`src/rtl/cpu_run_controller.sv`:
```
// Run controller for the single-cycle Processor: sequences core reset, bounds the run,
// captures every change of the core's out bus into a FIFO trace buffer and detects halt.
module cpu_run_controller #(
    parameter int WIDTH         = 32,
    parameter int DEPTH         = 16,
    parameter int RST_CYCLES    = 2,
    parameter int MAX_CYCLES    = 50,
    parameter int STABLE_CYCLES = 8
) (
    input  logic                   clk,
    input  logic                   rst,
    input  logic                   start,
    input  logic [WIDTH-1:0]       core_out,
    output logic                   core_rst,
    input  logic                   rd_en,
    output logic [WIDTH-1:0]       rd_data,
    output logic                   rd_valid,
    output logic [$clog2(DEPTH):0] trace_count,
    output logic                   busy,
    output logic                   done,
    output logic                   timeout,
    output logic                   overflow
);

    localparam int PW = $clog2(DEPTH);
    localparam int CW = PW + 1;
    localparam int YW = $clog2(MAX_CYCLES + 1);
    localparam int SW = $clog2(STABLE_CYCLES + 1);
    localparam int RW = (RST_CYCLES > 1) ? $clog2(RST_CYCLES) : 1;

    localparam logic [CW-1:0] FULL     = CW'(DEPTH);
    localparam logic [YW-1:0] CYC_LIM  = YW'(MAX_CYCLES);
    localparam logic [SW-1:0] STB_LIM  = SW'(STABLE_CYCLES);
    localparam logic [RW-1:0] RST_LAST = RW'(RST_CYCLES - 1);

    typedef enum logic [1:0] {
        S_IDLE,
        S_RESET,
        S_RUN,
        S_DONE
    } state_t;

    state_t           state_reg, state_next;
    logic [RW-1:0]    rst_cnt_reg;
    logic [YW-1:0]    cyc_cnt_reg, cyc_inc;
    logic [SW-1:0]    stable_cnt_reg, stable_next;
    logic [WIDTH-1:0] prev_reg;
    logic [PW-1:0]    wptr_reg, rptr_reg;
    logic [CW-1:0]    count_reg;
    logic [WIDTH-1:0] mem [DEPTH];

    logic start_ok, in_run, first_run, changed, capture;
    logic halt, tmo, wr_ok, drop, rd_ok, rst_done;

    always_comb begin
        start_ok    = start && ((state_reg == S_IDLE) || (state_reg == S_DONE));
        in_run      = (state_reg == S_RUN);
        first_run   = in_run && (cyc_cnt_reg == '0);
        changed     = (core_out != prev_reg);
        capture     = in_run && (first_run || changed);
        cyc_inc     = (cyc_cnt_reg == CYC_LIM) ? cyc_cnt_reg : cyc_cnt_reg + 1'b1;
        stable_next = '0;
        if (!(first_run || changed))
            stable_next = (stable_cnt_reg == STB_LIM) ? stable_cnt_reg : stable_cnt_reg + 1'b1;
        // Halt takes priority so a coincident timeout leaves the timeout flag clear.
        halt        = in_run && (stable_next == STB_LIM);
        tmo         = in_run && (cyc_inc == CYC_LIM) && !halt;
        wr_ok       = capture && (count_reg != FULL);
        drop        = capture && (count_reg == FULL);
        rd_ok       = rd_en && (count_reg != '0) && !start_ok;
        rst_done    = (rst_cnt_reg == RST_LAST);
    end

    always_ff @(posedge clk or negedge rst) begin
        if (!rst) state_reg <= S_IDLE;
        else      state_reg <= state_next;
    end

    always_comb begin
        state_next = state_reg;
        case (state_reg)
            S_IDLE:  if (start_ok) state_next = S_RESET;
            S_RESET: if (rst_done) state_next = S_RUN;
            S_RUN:   if (halt || tmo) state_next = S_DONE;
            S_DONE:  if (start_ok) state_next = S_RESET;
            default: state_next = S_IDLE;
        endcase
    end

    assign core_rst    = (state_reg != S_RUN);
    assign busy        = (state_reg == S_RESET) || (state_reg == S_RUN);
    assign done        = (state_reg == S_DONE);
    assign trace_count = count_reg;

    // Trace storage has no reset so it maps onto block RAM.
    always_ff @(posedge clk) begin
        if (wr_ok) mem[wptr_reg] <= core_out;
    end

    always_ff @(posedge clk or negedge rst) begin
        if (!rst) begin
            rst_cnt_reg    <= '0;
            cyc_cnt_reg    <= '0;
            stable_cnt_reg <= '0;
            prev_reg       <= '0;
            wptr_reg       <= '0;
            rptr_reg       <= '0;
            count_reg      <= '0;
            rd_data        <= '0;
            rd_valid       <= 1'b0;
            timeout        <= 1'b0;
            overflow       <= 1'b0;
        end else if (start_ok) begin
            rst_cnt_reg    <= '0;
            cyc_cnt_reg    <= '0;
            stable_cnt_reg <= '0;
            wptr_reg       <= '0;
            rptr_reg       <= '0;
            count_reg      <= '0;
            rd_valid       <= 1'b0;
            timeout        <= 1'b0;
            overflow       <= 1'b0;
        end else begin
            if ((state_reg == S_RESET) && !rst_done)
                rst_cnt_reg <= rst_cnt_reg + 1'b1;
            if (in_run) begin
                cyc_cnt_reg    <= cyc_inc;
                stable_cnt_reg <= stable_next;
                prev_reg       <= core_out;
            end
            rd_valid <= rd_ok;
            if (rd_ok) begin
                rd_data  <= mem[rptr_reg];
                rptr_reg <= rptr_reg + 1'b1;
            end
            if (wr_ok) wptr_reg <= wptr_reg + 1'b1;
            case ({wr_ok, rd_ok})
                2'b10:   count_reg <= count_reg + 1'b1;
                2'b01:   count_reg <= count_reg - 1'b1;
                default: count_reg <= count_reg;
            endcase
            if (drop) overflow <= 1'b1;
            if (tmo)  timeout  <= 1'b1;
        end
    end

endmodule
```
`config.mk`:
```
export PLATFORM = sky130hd
export DESIGN_NAME = cpu_run_controller
export DESIGN_NICKNAME = d
export VERILOG_FILES = /design/src/rtl/cpu_run_controller.sv
export SDC_FILE = /design/constraint.sdc
export NUM_CORES = 1
export LEC_CHECK = 0
export CAP_MARGIN = 10
export CORE_MARGIN = 1.5
export CORE_UTILIZATION = 50
export CTS_CLUSTER_SIZE = 28
export DETAILED_ROUTE_END_ITERATION = 10
export PLACE_DENSITY = 0.64
export REMOVE_ABC_BUFFERS = 1
export SETUP_SLACK_MARGIN = 0.4
export SLEW_MARGIN = 30
export SYNTH_ARGS = -nofsm -noshare
export SYNTH_HDL_FRONTEND = slang
export SYNTH_SLANG_ARGS = --single-unit
export TNS_END_PERCENT = 5
```
`constraint.sdc`:
```
create_clock -name clk -period 9.5 [get_ports clk]
set_clock_uncertainty 0.2 [all_clocks]
set_input_delay 2.375 -clock clk [delete_from_list [all_inputs] [get_ports clk]]
set_output_delay 2.375 -clock clk [all_outputs]
set_load 0.01 [all_outputs]
```
==> run_results.csv <==
group,metric,value,unit
logic_synthesis,synth_edf_count,512,
power_and_ir_drop,p_clk_frac,0.315,
logic_synthesis,synth_xor_area_frac,0.0155,
timing,tightest_slew,0.847,ns
setup_path,required,9.85,ns
grt,antenna_found_initial,0,
power_and_ir_drop,total_power,7.55,mW
die,core,47500,sq um
clock_network,htree_levels,2,
clock_network,cts-resized-gates,0,
timing,slew_headroom,0.435,
logic_synthesis,synth_area_leader_cell,"edfxtp_1",
logic_synthesis,ys_top_cells_by_area,"edfxtp_1, mux4_2, dfrtp_1",
logic_synthesis,ys_seq_area_frac,0.737,
power_and_ir_drop,peakVddDrop,279,uV
grt,grt_max_degree,90,
logic_synthesis,synth_area,24000,sq um
logic_synthesis,ys_warn_count,0,
outcome,outcome,"finished clean",
logic_synthesis,synth_seq_cells,605,
setup_path,path_cells,"clkdlybuf4s50_1 -> xor2_1 -> nor4_2 -> nand4_2 -> o31ai_2 -> buf_4 -> nand2_1 -> inv_1 -> ha_1 -> nor2b_1 -> o21a_1 -> or3_1 -> or4_1 -> nand3_1",
die,pin_count,79,
die,die_y,222,um
grt,grt_pass1_wl,78200,um
route,drt_iter0_markers,1115,
timing,fmax,0.166,GHz
power_and_ir_drop,power.switching,2.08,mW
setup_path,start_kind,"primary input",
power_and_ir_drop,swShare,0.276,
placed_design,gp_congestion,0.762,
setup_path,crit_path_max_fanout,18,
grt,grt_pass1_vias,12200,
power_and_ir_drop,internal-power,5.47,mW
clock_network,clock_latency,0.62,ns
clock_network,path_clk_slew,0.06,ns
layout,drive_gt1_frac,0.262,
layout,nets,1358,
logic_synthesis,synth-adder-area-share,0.00917,
layout,largest_register_ffs,512,
timing,hold_viol,0,
logic_synthesis,syn_inst,1195,
power_and_ir_drop,p_leak,9.18,nW
clock_network,cts-root-buf,"clkbuf_16",
clock_network,postCtsHoldBufs,0,
route,route.final.wire_length,51600,um
logic_synthesis,synth_compound_area_frac,0.0126,
power_and_ir_drop,p_seq_frac,0.439,
setup_path,critPathSlowestCell,"clkdlybuf4s50_1",
logic_synthesis,synth.area.mux_share,0.166,
placed_design,port_buffers,78,
clock_network,cts_tree,"built",
logic_synthesis,syn_avg_cell_area,20.1,sq um
grt,gr-usage-all-layers,0.217,
clock_network,clock-sinks,605,
logic_synthesis,synth_ff_type,"edfxtp_1",
route,met2_wirelength,24700,um
setup_path,critPathCaptureType,"flop",
route,via_per_inst,5.92,
timing,timing.final.crit_share,0.634,
setup_path,arrival,6.37,ns
timing,setup_tns,0,ns
run,cap_violations,0,
grt,grt-ovfl-total,0,
route,drtPass1Iterations,5,
route,drc,0,
timing,finalMaxSlewViolations,0,
power_and_ir_drop,combPwrFrac,0.246,
timing,layout_min_cycle_time,6.02,ns
logic_synthesis,synth_top_family_by_area,"multiplexers",
die,die_width,222,um
timing,setup_viol,0,
min_path,hold_path_class,"flop to flop",
setup_path,worstSetupPathType,"primary input to flop",
layout,nFillCells,3393,
placed_design,dpl.hpwl,27200,um
clock_network,cts_setup_buffers,0,
route,ant_nets,0,
logic_synthesis,synth_cell_type_count,56,
clock_network,cts_buffer_depth,3,
logic_synthesis,synth-simple-area-share,0.0444,
clock_network,cts-buffers-inserted,61,
layout,area_growth,14.9,%
timing,rsz0062_at_grt,"false",
logic_synthesis,async_flop_share,0.154,
layout,area.sequential,17700,sq um
route,post_drt_wl_per_cell,26.2,um
logic_synthesis,yosysTopAreaCellShare,0.640,
power_and_ir_drop,powerDensity,274,nW/um^2
route,top_layer_used,"met4",
die,rows,80,
setup_path,slowest_delay,0.82,ns
route,met1_length,22800,um
layout,multi_input_area,6000,sq um
die,start_util,0.505,
die,dieArea,49300,sq um
route,num_vias,11700,
layout,antennaDiodeCount,0,
route,wl_met3,3200,um
cells in the mapped netlist, types with 2 or more instances:
library cell and number:
a21oi_1 15, and2_1 5, and3_1 2, and4_1 3, and4b_1 6, buf_1 13, buf_2 15, buf_4 11
clkbuf_1 21, dfrtp_1 93, edfxtp_1 512, ha_1 16, inv_1 17, mux2_2 32, mux2i_1 3, mux4_2 160
nand2_1 118, nand3_1 11, nand4_1 10, nor2_1 16, nor2b_1 3, nor3_1 12, nor4_1 5, nor4_2 8
o21a_1 3, o21ai_0 10, o31ai_2 2, or3_1 5, or4_1 3, xnor2_1 5, xor2_1 35
layout make-up:
class | count | area share
clock buffer | 77 | 0.0597
clock inverter | 38 | 0.0130
inverter | 18 | 0.00245
multi-input combinational | 512 | 0.218
sequential | 605 | 0.642
tap | 615 | 0.0279
timing repair buffer | 107 | 0.0373
worst paths after layout:
| path | endpoint | startpoint | slack, ns | depth (start not counted) |
|---|---|---|---|---|
| setup / recovery | trace_count[4] | core_out[29] | 3.48 | 14 |
| hold / removal | rd_data[8] | rd_data[8] | 0.27 | 2 |
| setup reg to reg | mem[4][0] | state_reg[0] | 5.04 | 8 |
| hold reg to reg | rd_data[8] | rd_data[8] | 0.27 | 2 |
| max in group asynchronous | rptr_reg[1] | rst | 6.10 | 2 |
| min in group asynchronous | rd_data[16] | rst | 1.61 | 1 |
cell families (layout without fill, tap and decap cells):
group                    after synthesis  count (layout)
flip-flops                           605             605
AND/OR/NAND/NOR                      213             213
multiplexers                         195             195
buffers and inverters                 78             240
AO/OA/AOI/OAI                         46              46
XOR/XNOR                              41              41
adder cells (fa/ha/maj)               17              17
stage by stage:
stage | area, sq um | utilization | hold slack (ns) | worst slack [ns] | instances
6_report | 27600 | 0.580 | 0.269 | 3.48 | 1972
3_5_place_dp | 25600 | 0.537 | 0.262 | 2.88 | 1856
4_1_cts | 27600 | 0.580 | 0.276 | 3.53 | 1971
3_3_place_gp | 25500 | 0.537 | 0.257 | 2.96 | 1856
5_1_grt | 27600 | 0.580 | 0.303 | 3.18 | 1972
2_1_floorplan | 23700 | - | 0.261 | 2.42 | 1135
cell usage in the layout (no fill, tap or decap), types with 10 or more instances in the layout:
master,n
a21oi_1,15
buf_4,28
clkbuf_1,11
clkbuf_16,62
clkdlybuf4s50_1,77
clkinv_2,16
dfrtp_1,89
edfxtp_1,512
ha_1,15
inv_1,17
mux2_2,32
mux4_2,160
nand2_1,118
nand3_1,11
nand4_1,10
nor2_1,15
nor3_1,11
o21ai_0,10
xor2_1,35
critical path, delay by kind of cell:
kind,cells,cell delay (ns)
AOI/OAI and AO/OA,2,0.43
buffers and inverters,3,1.17
xor gates and xnor gates,1,0.14
adders and majority gates,1,0.27
and+or+nand+nor,7,1.96
power groups by stage:
stage	sequential (mW)	clock, mW	combinational, mW
final	3.31	2.38	1.85
after global routing	3.35	2.53	2.02
after global placement	3.40	0	1.81
after detailed placement	3.41	0	1.83
after CTS	3.35	2.42	1.84
after floorplan	3.49	0	1.23
per-layer routing:
layer,vias up,GRT usage
met5,-,0
met4,0,0.0479
met3,74,0.0400
met2,334,0.345
met1,6238,0.318
li1,5032,-
Note: power is estimated with default switching activity, not from simulation.
